--- src/rtl/uart_imem_loader_pkg.sv ---
// Shared state encodings and default constants for the UART instruction-memory loader.
package loader_pkg;

    typedef enum logic [1:0] {
        RX_IDLE,
        RX_START,
        RX_DATA,
        RX_STOP
    } rx_state_e;

    typedef enum logic [1:0] {
        LD_IDLE,
        LD_RECV,
        LD_WRITE,
        LD_DONE
    } ld_state_e;

    localparam int unsigned DEF_CLKS_PER_BIT = 434;
    localparam logic [31:0] DEF_STOP_WORD    = 32'h0000_0FFF;

endpackage

--- src/rtl/uart_rx_byte.sv ---
// 8N1 UART byte receiver: 2-flop input synchroniser, bit timer and RX FSM.
module uart_rx_byte
    import loader_pkg::*;
#(
    parameter int unsigned CLKS_PER_BIT = DEF_CLKS_PER_BIT
) (
    input  logic       clk,
    input  logic       rst,
    input  logic       rx_i,
    output logic [7:0] byte_o,
    output logic       byte_valid_o,
    output logic       frame_err_o
);

    localparam int unsigned CNT_W = $clog2(CLKS_PER_BIT);
    localparam logic [CNT_W-1:0] FULL_LAST = CNT_W'(CLKS_PER_BIT - 1);
    localparam logic [CNT_W-1:0] HALF_LAST = CNT_W'(CLKS_PER_BIT / 2 - 1);

    logic            sync1_q, sync2_q;
    rx_state_e       state_q, state_d;
    logic [CNT_W-1:0] cnt_q, cnt_d;
    logic [2:0]      bit_idx_q, bit_idx_d;
    logic [7:0]      shreg_q, shreg_d;
    logic            valid_q, valid_d;
    logic            ferr_q, ferr_d;

    always_comb begin
        state_d   = state_q;
        cnt_d     = cnt_q;
        bit_idx_d = bit_idx_q;
        shreg_d   = shreg_q;
        valid_d   = 1'b0;
        ferr_d    = 1'b0;
        unique case (state_q)
            RX_IDLE: begin
                cnt_d = '0;
                if (!sync2_q) state_d = RX_START;
            end
            RX_START: begin
                if (cnt_q == HALF_LAST) begin
                    cnt_d     = '0;
                    bit_idx_d = '0;
                    state_d   = sync2_q ? RX_IDLE : RX_DATA;
                end else begin
                    cnt_d = cnt_q + 1'b1;
                end
            end
            RX_DATA: begin
                if (cnt_q == FULL_LAST) begin
                    cnt_d     = '0;
                    shreg_d   = {sync2_q, shreg_q[7:1]};
                    bit_idx_d = bit_idx_q + 1'b1;
                    if (bit_idx_q == 3'd7) state_d = RX_STOP;
                end else begin
                    cnt_d = cnt_q + 1'b1;
                end
            end
            RX_STOP: begin
                if (cnt_q == FULL_LAST) begin
                    cnt_d   = '0;
                    valid_d = sync2_q;
                    ferr_d  = ~sync2_q;
                    state_d = RX_IDLE;
                end else begin
                    cnt_d = cnt_q + 1'b1;
                end
            end
            default: state_d = RX_IDLE;
        endcase
    end

    always_ff @(posedge clk) begin
        if (rst) begin
            sync1_q   <= 1'b1;
            sync2_q   <= 1'b1;
            state_q   <= RX_IDLE;
            cnt_q     <= '0;
            bit_idx_q <= '0;
            shreg_q   <= '0;
            valid_q   <= 1'b0;
            ferr_q    <= 1'b0;
        end else begin
            sync1_q   <= rx_i;
            sync2_q   <= sync1_q;
            state_q   <= state_d;
            cnt_q     <= cnt_d;
            bit_idx_q <= bit_idx_d;
            shreg_q   <= shreg_d;
            valid_q   <= valid_d;
            ferr_q    <= ferr_d;
        end
    end

    assign byte_o       = shreg_q;
    assign byte_valid_o = valid_q;
    assign frame_err_o  = ferr_q;

endmodule

--- src/rtl/uart_imem_loader.sv ---
// Boot loader: packs UART bytes into little-endian words, writes them to imem and
// holds the core in reset until a terminator word arrives or imem is full.
module uart_imem_loader
    import loader_pkg::*;
#(
    parameter int unsigned CLKS_PER_BIT = DEF_CLKS_PER_BIT,
    parameter int unsigned ADDR_W       = 8,
    parameter logic [31:0] STOP_WORD    = DEF_STOP_WORD
) (
    input  logic              wb_clk_i,
    input  logic              wb_rst_i,
    input  logic              en_i,
    input  logic              rx_i,
    output logic              imem_we_o,
    output logic [ADDR_W-1:0] imem_addr_o,
    output logic [31:0]       imem_wdata_o,
    output logic              core_rst_o,
    output logic              done_o,
    output logic              frame_err_o
);

    logic [7:0] rx_byte;
    logic       rx_valid;
    logic       rx_ferr;

    uart_rx_byte #(
        .CLKS_PER_BIT(CLKS_PER_BIT)
    ) u_rx (
        .clk         (wb_clk_i),
        .rst         (wb_rst_i),
        .rx_i        (rx_i),
        .byte_o      (rx_byte),
        .byte_valid_o(rx_valid),
        .frame_err_o (rx_ferr)
    );

    ld_state_e         state_q, state_d;
    logic [1:0]        byte_cnt_q, byte_cnt_d;
    logic [31:0]       word_q, word_d;
    logic [ADDR_W-1:0] addr_q, addr_d;
    logic              we_q, we_d;
    logic [31:0]       wdata_q, wdata_d;
    logic              done_q, done_d;
    logic              ferr_q, ferr_d;
    logic              core_rst_q, core_rst_d;

    always_comb begin
        state_d    = state_q;
        byte_cnt_d = byte_cnt_q;
        word_d     = word_q;
        addr_d     = addr_q;
        we_d       = 1'b0;
        wdata_d    = wdata_q;
        done_d     = done_q;
        ferr_d     = ferr_q | rx_ferr;

        // Disable overrides everything, including a byte landing this same cycle.
        if (!en_i) begin
            state_d    = LD_IDLE;
            byte_cnt_d = '0;
            addr_d     = '0;
            done_d     = 1'b0;
        end else begin
            unique case (state_q)
                LD_IDLE: state_d = LD_RECV;
                LD_RECV: begin
                    if (rx_valid) begin
                        word_d[8*byte_cnt_q +: 8] = rx_byte;
                        byte_cnt_d = byte_cnt_q + 1'b1;
                        if (byte_cnt_q == 2'd3) begin
                            if (word_d == STOP_WORD) begin
                                done_d  = 1'b1;
                                state_d = LD_DONE;
                            end else begin
                                we_d    = 1'b1;
                                wdata_d = word_d;
                                state_d = LD_WRITE;
                            end
                        end
                    end
                end
                LD_WRITE: begin
                    if (addr_q == '1) begin
                        done_d  = 1'b1;
                        state_d = LD_DONE;
                    end else begin
                        addr_d  = addr_q + 1'b1;
                        state_d = LD_RECV;
                    end
                end
                LD_DONE: state_d = LD_DONE;
                default: state_d = LD_IDLE;
            endcase
        end

        core_rst_d = en_i & ~done_d;
    end

    always_ff @(posedge wb_clk_i) begin
        if (wb_rst_i) begin
            state_q    <= LD_IDLE;
            byte_cnt_q <= '0;
            word_q     <= '0;
            addr_q     <= '0;
            we_q       <= 1'b0;
            wdata_q    <= '0;
            done_q     <= 1'b0;
            ferr_q     <= 1'b0;
            core_rst_q <= 1'b1;
        end else begin
            state_q    <= state_d;
            byte_cnt_q <= byte_cnt_d;
            word_q     <= word_d;
            addr_q     <= addr_d;
            we_q       <= we_d;
            wdata_q    <= wdata_d;
            done_q     <= done_d;
            ferr_q     <= ferr_d;
            core_rst_q <= core_rst_d;
        end
    end

    assign imem_we_o    = we_q;
    assign imem_addr_o  = addr_q;
    assign imem_wdata_o = wdata_q;
    assign core_rst_o   = core_rst_q;
    assign done_o       = done_q;
    assign frame_err_o  = ferr_q;

endmodule
--- config.mk ---
export PLATFORM = sky130hd
export DESIGN_NAME = uart_imem_loader
export DESIGN_NICKNAME = d
export VERILOG_FILES = /design/src/rtl/uart_imem_loader_pkg.sv /design/src/rtl/uart_rx_byte.sv /design/src/rtl/uart_imem_loader.sv
export SDC_FILE = /design/constraint.sdc
export NUM_CORES = 1
export LEC_CHECK = 0
export BUFFER_PORTS_ARGS = -buffer_cell sky130_fd_sc_hd__buf_2
export CAP_MARGIN = 25
export CORE_UTILIZATION = 60
export DETAILED_ROUTE_END_ITERATION = 10
export GPL_ROUTABILITY_DRIVEN = 0
export HOLD_SLACK_MARGIN = 0.05
export PLACE_DENSITY = 0.81
export SYNTH_ARGS = -nofsm -noshare
export SYNTH_HDL_FRONTEND = slang
export SYNTH_SLANG_ARGS = --single-unit
--- constraint.sdc ---
create_clock -name wb_clk_i -period 4.63 [get_ports wb_clk_i]
set_clock_uncertainty 0.05 [all_clocks]
set_input_delay 0.463 -clock wb_clk_i [delete_from_list [all_inputs] [get_ports wb_clk_i]]
set_output_delay 0.463 -clock wb_clk_i [all_outputs]
set_load 0.02 [all_outputs]
# == Yosys cells after proc, flatten, opt, wreduce, memory -nomap -nowiden ==
# Index checks and enable logic that the tools add are counted.
# op_classes
add_sub_neg,5
multipliers,0
div,0
n_lt_le_gt_ge,0
n_eq_ne,19
shifts,2
mux,26
bitwise,12
n_reduce_logical,15
# ops
cell,n
$neg 5->34,1
$shift 8x34->32 const A,1
$shiftx 8x34->32,1
$bwmux 32,1
$eq 32x12->1 const B,1
$pmux 9 s3,1
$mux 2,9
$mux 9,2
$pmux 2 s4,2
$eq 2x2->1 const B,5
$ne 2x1->1 const B,5
$not 1->1,10
$reduce_and 5->1,2
$add 9x1->9 const B,1
$eq 9x8->1 const B,1
$eq 9x9->1 const B,1
$add 8x1->8 const B,1
$eq 8x8->1 const B,1
$reduce_and 2->1,4
$mux 1,7
$mux 3,2
$pmux 3 s2,1
$reduce_and 3->1,2
$reduce_or 5->1,1
12 further kinds,16
# word_totals
reg_bits,106
latch_bits,0
mem_bits_rw,0
mem_bits_ro,0
input_bits,4
word_cells,96
n_memories,0

# == Depth between registers and ports, before layout ==
# Gate-level depths: netlist (run 1).
# depth
ltp_word,11
depth_mapped,12
depth_no_buf,9

# == Modules after synthesis ==
# From an unflattened synthesis (run 1), not the netlist that was laid out.
# unflattened
hier_cells,528
area_unflattened_um2,4883.4
# modules_own_cells
module,instances,cells_each,area_per_inst_um2
uart_imem_loader,1,411,3774.9
uart_rx_byte,1,117,1108.6

# == Worst setup path after synthesis (run 1) ==
# Ideal clock, no wire load.
# synth_timing
path_type,register to register
from,reg byte_cnt_q[0]
to,"reg wdata_q[13], in the netlist imem_wdata_o[13]"
t_arrival_ns,2.530
setup_slack_ns,1.904
path_stages_with_launch,13
path_buffers,3
period_less_slack_ns,2.726
path_cell_list,dfxtp_1 -> inv_1 -> ha_1 -> nor3b_2 -> buf_2 -> a21oi_1 -> nor3_1 -> nand4_1 -> o211a_1 -> buf_6 -> buf_2 -> nor2_1 -> a211oi_2
# synth_between
elab_chain_cells,6
word_cells_on_any_way,8
cone_classes,add/sub: 1; eq/ne: 2; shift: 2; mux: 1; bitwise: 1; reduce/logical: 1
# synth_rtl
item,line_no,source
start: declaration,uart_imem_loader.sv:38,"logic [1:0] byte_cnt_q, byte_cnt_d;"
start signal: assignment,uart_imem_loader.sv:112,byte_cnt_q <= byte_cnt_d;
$neg 5->34,uart_imem_loader.sv:68,word_d[8*byte_cnt_q +: 8] = rx_byte;
$shiftx 8x34->32 / $shift 8x34->32 (equally long branches),uart_imem_loader.sv:68,
$bwmux 32,uart_imem_loader.sv:68,
$eq 32x12->1,uart_imem_loader.sv:71,if (word_d == STOP_WORD) begin
$not 1->1 (no source line),n/a,
$reduce_and 5->1 (no source line),n/a,
end signal: assignment,uart_imem_loader.sv:116,wdata_q <= wdata_d;
end: declaration,uart_imem_loader.sv:42,"logic [31:0] wdata_q, wdata_d;"
# Several ways; a longest one is shown, not always the timed one.
# A chain may end at the register's enable or synchronous reset.

# == Worst setup path in the final report (run 1) ==
# Same ends and word-level chain as after synthesis.

==> impl_results.md, run 1 <==
- Worst slew pin tran: between 0.9 and 1 ns
- Place WS: about 0.8 ns
- Drt wl/cell: ~16 um
- Synth warn: 0
- Register area share after synthesis: 0.433
- Critical path capture point type: register
- Detailed Route WL: around 11000 um
- Number of synthesized flops with an enable pin: 0
- Net Count, Synth: just under 600
- Number of I/O pins: 48
- Initial Util: 0.628
- Most used flip-flop cell after synthesis: dfxtp_1
- Initial antenna violation count: 0
- Final Util: 0.679
- Clock tree from TritonCTS: yes
- Slew Limit Fails: 0
- Worst Path Max Fanout: 38
- Maximum number of pins on one net before global-route repair: slightly below 90
- Cts repair resizes: 0
- Final hold slack: 0.225 ns
- Rel. slew slack: 0.387
- Latest clock arrival within the worst-skew pair: between 0.3 and 0.4 ns
- P&R area growth vs syn: 8.12%
- Peak VDD IR: 0.164 mV
- Htree depth: 3
- Outcome: finished clean
- Global-route track usage on met2: 0.428
- Vias in the first global route: between 3000 and 4000
- Max Cap Viol: 0
- Core area: 0.00781 mm2
- Die area: 0.00853 mm2
- Final ANT Viol Nets: 0
- Clock buffer depth: 2
- # clock sinks: ~110
- Met1 Use GR: 0.365
- Leakage: 0.00182 uW
- Postcts setup bufs: 0
- Die Y-Extent: between 90 and 100 um
- HP Class: in2reg
- IO buf count: 47
- Total Nets Final: approximately 590
- Core Rows: 32
- CTS Buf Count: 9
- Post-Syn Instances: 557
- Die Width: about 92 um
- Diode count: 0
- Worst-path clk slew: ~0.10 ns
- Tmin final: between 3 and 4 ns
- Pwr/cell area: approximately 290 mW/mm2
- Share of post-route cells with drive strength above 1: 0.187
- Async SR Flop Fraction: 0
- Endpoints failing setup: 0
- Worst Path Arrival: about 4.1 ns
- Max Fclk: approximately 260 MHz
- Hold Buf Count CTS: 0
- Root buf cell: clkbuf_8
- M3 GR Usage: 0.0468
- Initial DRT Pass Iterations: 7
- Yosys reg bits: 106
- First-pass GRT wire length: between 15000 and 20000 um
- RSZ-0062 raised after global routing: no
- Synth unique cells: 50
- DR DRC count: 0
- Total track usage: 0.274
- Routed via count: 4082
- Final setup margin: between 0.7 and 0.8 ns
- Post-route clock period utilization: 0.834
- Global route overflow: 0
- Netlist area before placement: 0.00490 mm2
- Detailed placement HPWL: approximately 7200 um
- GRT Max-Usage Layer: met2
- Drt initial violations: around 370
- Worst Path Class, Setup: reg2reg
- Setup TNS: 0 ns
- Avg Cell Area, Syn: about 8.8 um2
- Hold Violations, Final: 0
- Crit path launch type: register
- Vias/cell: about 6
- Worst EP required: approximately 5 ns
-- power breakdown --
part           total, uW  switching, uW  internal (uW)
clock                564            315            249
combinational       37.2           25.6           11.7
sequential           917           3.22            914
-- layer usage --
| metal | wire, um | vias up |
|---|---|---|
| li1 | - | 1988 |
| met1 | 4950 | 1904 |
| met2 | 5080 | 148 |
| met3 | 579 | 42 |
| met4 | 358 | 0 |
| met5 | 0 | - |
-- registers in the layout, summed over array words and instances, names as in the netlist, 2 cells and up, named ones only --
name / count
u_rx.byte_o: 8
u_rx.bit_idx_q: 3
u_rx.cnt_q: 9
imem_wdata_o: 32
word_q: 32
byte_cnt_q: 2
imem_addr_o: 8
state_q: 2
-- worst max-delay path: stages (launching register included) --
cell and delay, ns:
dfxtp_1 0.51, inv_1 0.17, ha_1 0.39, or3b_1 0.54, nor2_4 0.28, a2111oi_2 0.12, nand3_1 0.15, o211a_2 0.80
buf_4 0.46, nor2_1 0.10, a211oi_2 0.20
-- final cells by class --
type                    count  area [um2]
well taps                 102         128
repair buffers             50         280
flip-flops and latches    106        2120
inverters                  11        41.3
clock inverters             7        68.8
fillers                   645        2510
clock buffers               9         124
multi-input cells         396        2530
-- path summary, 6_finish.rpt --
kind                              startpoint                       endpoint  slack (ns)  depth (start not counted)
setup / recovery  byte_cnt_q[0]$_SDFFE_PP0P_  imem_wdata_o[13]$_SDFFE_PP0P_        0.77                         10
hold / removal                          rx_i        u_rx.sync1_q$_SDFF_PP1_        0.23                          2
setup reg to reg  byte_cnt_q[0]$_SDFFE_PP0P_  imem_wdata_o[13]$_SDFFE_PP0P_        0.77                         10
hold reg to reg      u_rx.sync1_q$_SDFF_PP1_        u_rx.sync2_q$_SDFF_PP1_        0.37                          1
-- placed cells by master (no fill, tap or decap), drive strengths merged, types with 4 or more instances in the layout --
master / count
dfxtp: 106
nor3: 7
xnor2: 4
and3: 5
a211oi: 56
ha: 16
o21ai: 4
inv: 12
or2: 4
nand2: 35
or3: 4
clkbuf: 9
buf: 50
a22oi: 8
nor2: 105
nand3: 9
nor2b: 28
nand3b: 4
xor2: 9
a32oi: 11
nand4: 5
a21oi: 46
nand2b: 6
nor4: 4
-- synthesized netlist by cell type (2+ instances only) --
cell type / count / area, um2
dfxtp_1: 106 / 2120
nor2_1: 103 / 387
a21oi_1: 46 / 230
nand2_1: 35 / 131
clkbuf_1: 34 / 128
a211oi_2: 31 / 388
nor2b_1: 28 / 175
a211oi_1: 25 / 188
ha_1: 16 / 200
a32oi_1: 11 / 96.3
inv_1: 11 / 41.3
nand3_1: 9 / 45.0
xor2_1: 9 / 78.8
a22oi_1: 8 / 60.1
nor3_1: 7 / 35.0
nand2b_1: 6 / 37.5
and3_1: 5 / 31.3
nand4_1: 5 / 31.3
buf_2: 4 / 20.0
nand3b_1: 4 / 30.0
nor4_1: 4 / 25.0
o21ai_0: 4 / 20.0
or3_1: 4 / 25.0
xnor2_1: 4 / 35.0
buf_4: 3 / 22.5
buf_6: 3 / 33.8
nand4b_1: 3 / 26.3
or2_2: 3 / 18.8
a21o_1: 2 / 15.0
mux2i_1: 2 / 20.0
nor4b_1: 2 / 17.5
o32ai_1: 2 / 17.5
-- cell families after synthesis --
| family | share of synthesized area |
|---|---|
| AOI/OAI and AO/OA | 0.225 |
| xor gates and xnor gates | 0.0232 |
| adders and majority gates | 0.0408 |
| buffers and inverters | 0.0500 |
| DFF | 0.433 |
| muxes | 0.00638 |
| and+or+nand+nor | 0.221 |
-- per-stage QoR --
step / cells / instance area [um2] / total power [uW]
floorplan: 557 / 4900 / 965
global placement: 664 / 5080 / 971
global route: 681 / 5300 / 1570
finish: 681 / 5300 / 1520
detailed placement: 664 / 5080 / 972
CTS: 680 / 5270 / 1520
No activity file was read; power rests on OpenSTA's default activity.
==> inputs of run 2 (changes only) <==
ABC_AREA = 1   (was not set)
CORE_UTILIZATION = 59   (was 60)
PLACE_DENSITY = 0.79   (was 0.81)
clock period = 3.7 ns   (was 4.63 ns; I/O delays follow)
==> impl_results.md, run 2 <==
- Outcome: finished clean
- Slew Limit Fails: 0
- Async SR Flop Fraction: 0
- Final ANT Viol Nets: 0
- Worst Path Arrival: between 3 and 4 ns
- Post-synth top area share: 0.423
- Rel. slew slack: 0.470
- Core Rows: 33
- Avg Cell Area, Syn: roughly 6.9 um2
- Netlist area before placement: about 0.005 mm2
- P&R area growth vs syn: 8.68%
- Maximum number of pins on one net before global-route repair: between 60 and 70
- Root buf cell: clkbuf_8
- Share of post-route cells with drive strength above 1: 0.104
- Synth warn: 0
- Vias/cell: between 5 and 6
- Latest clock arrival within the worst-skew pair: between 0.3 and 0.4 ns
- Die Width: 94.2 um
- Core area: a little over 0.008 mm2
- Max Fclk: ~320 MHz
- Worst Path Max Fanout: 34
- Htree depth: 3
- Most used flip-flop cell after synthesis: dfxtp_1
- Cts repair resizes: 0
- Clock tree from TritonCTS: yes
- Dpl cells: approximately 860
- Initial Util: 0.610
- Worst Path Class, Setup: reg2reg
- Tmin final: between 3 and 4 ns
- Synth unique cells: 36
- HP Class: in2reg
- Hold Buf Count CTS: 0
- Number of I/O pins: 48
- Die area: roughly 0.0089 mm2
- Final total power: 1960 uW
- Initial antenna violation count: 0
- Vias in the first global route: just over 4000
- Critical path capture point type: register
- Drt wl/cell: 12.2 um
- Diode count: 0
- IO buf count: 47
- Drt initial violations: about 270
- Post-route clock period utilization: 0.849
- Peak VDD IR: 0.319 mV
- Pwr/cell area: between 300 and 400 mW/mm2
- Global route overflow: 0
- Post-Syn Instances: between 700 and 800
- Worst hold start: rx_i
- Crit path launch type: register
- DR DRC count: 0
- Cell taking the most area after synthesis: dfxtp_1
- Hold Violations, Final: 0
- Post-Layout Cell Count: 875
- First-pass GRT wire length: approximately 18000 um
- Most common cell after layout, fill and taps aside: nand2_1
- Reg-to-Reg Start: byte_cnt_q[0]$_SDFFE_PP0P_
- Most frequent cells after synthesis: nand2_1 (163), inv_1 (126), dfxtp_1 (106)
- Worst EP required: between 3 and 4 ns
- CTS Buf Count: 9
- Worst-path clk slew: 0.10 ns
- Detailed Route WL: approximately 11000 um
- Total track usage: 0.255
- Most frequent cells in the layout: nand2_1 (163), inv_1 (126), dfxtp_1 (106)
- Total Nets Final: 785
- FILL cells: roughly 750
- Worst slew pin tran: about 0.79 ns
- Detailed placement HPWL: ~7700 um
- Largest cells by area after synthesis: dfxtp_1 (42%), nand2_1 (12%), inv_1 (9.4%), nor2_1 (6.0%), o21ai_0 (5.4%)
- # clock sinks: 106
- Top-count cell post-synth: nand2_1
- Leakage: 0.00272 uW
- Max Cap Viol: 0
- Initial DRT Pass Iterations: 6
- Setup TNS: 0 ns
- Number of synthesized flops with an enable pin: 0
- Endpoints failing setup: 0
- Yosys reg bits: ~110
- Register area share after synthesis: 0.423
- Postcts setup bufs: 0
- Routed via count: approximately 4500
- RSZ-0062 raised after global routing: no
- Die Y-Extent: between 90 and 100 um
- CP startpoint: byte_cnt_q[0]$_SDFFE_PP0P_
- Clock buffer depth: 2
- Net Count, Synth: around 750
==> run 2: cell types whose count changed after synthesis, moves of 24 or more <==
cell      delta
a211oi_1    -24
a211oi_2    -31
inv_1      +115
nand2_1    +128
nand3_1     +41
nor2b_1     -28
o21ai_0     +50
==> run 2: final cells by class <==
| type | count | area, um2 | share of cell area |
|---|---|---|---|
| Sequential cell | 106 | 2120 | 0.389 |
| Clock buffer | 13 | 149 | 0.0273 |
| Timing Repair Buffer | 50 | 258 | 0.0473 |
| Tap cell | 105 | 131 | 0.0241 |
| Multi-Input combinational cell | 466 | 2270 | 0.416 |
| Inverter | 132 | 498 | 0.0913 |
| Clock inverter | 3 | 25.0 | 0.00459 |
==> run 2: final timing paths <==
check | to | slack [ns] | cells after the start
worst max-delay path | imem_wdata_o[25]$_SDFFE_PP0P_ | 0.56 | 14
worst min-delay path | u_rx.sync1_q$_SDFF_PP1_ | 0.14 | 2
worst max register to register | imem_wdata_o[25]$_SDFFE_PP0P_ | 0.56 | 14
worst min register to register | u_rx.sync2_q$_SDFF_PP1_ | 0.38 | 1
==> run 2: power by group <==
part,internal [uW],switching [uW]
clock network,267,376
registers,1160,22.1
logic,43.6,91.9
==> run 2: logic make-up (layout without fill, tap and decap cells) <==
family                   after synthesis  in the layout  synth area share
AND/OR/NAND/NOR                      325            325             0.276
AO/OA/AOI/OAI                        120            120             0.128
buffers and inverters                157            198             0.125
flip-flops                           106            106             0.423
XOR/XNOR                               5              5           0.00873
adder cells (fa/ha/maj)               16             16            0.0399
==> run 2: metrics by stage <==
step | hold WS, ns | util | setup slack [ns] | instance area [um2]
after floorplan | 0.339 | - | 1.21 | 5020
after global placement | 0.346 | 0.642 | 0.753 | 5280
after detailed placement | 0.354 | 0.642 | 0.621 | 5280
after CTS | 0.132 | 0.663 | 0.576 | 5450
after global routing | 0.127 | 0.663 | 0.252 | 5450
final | 0.138 | 0.663 | 0.560 | 5450
==> run 2: worst max-delay path: stages (launching register included) <==
cell and delay (ns):
dfxtp_1 0.32, buf_4 0.20, inv_1 0.13, ha_1 0.37, inv_4 0.19, nand3_2 0.18, o22ai_1 0.29, nor2_1 0.09
nand2_1 0.08, nor2_2 0.05, nand2_1 0.10, nand2_4 0.23, nor2_4 0.58, nand2_1 0.14, nand2_1 0.08
==> run 2: metal layers <==
metal / global-route usage / vias up / share of wire
met5: 0 / - / 0
met4: 0.110 / 0 / 0.024
met3: 0.0421 / 21 / 0.047
met2: 0.431 / 116 / 0.47
met1: 0.317 / 2058 / 0.46
li1: - / 2338 / -
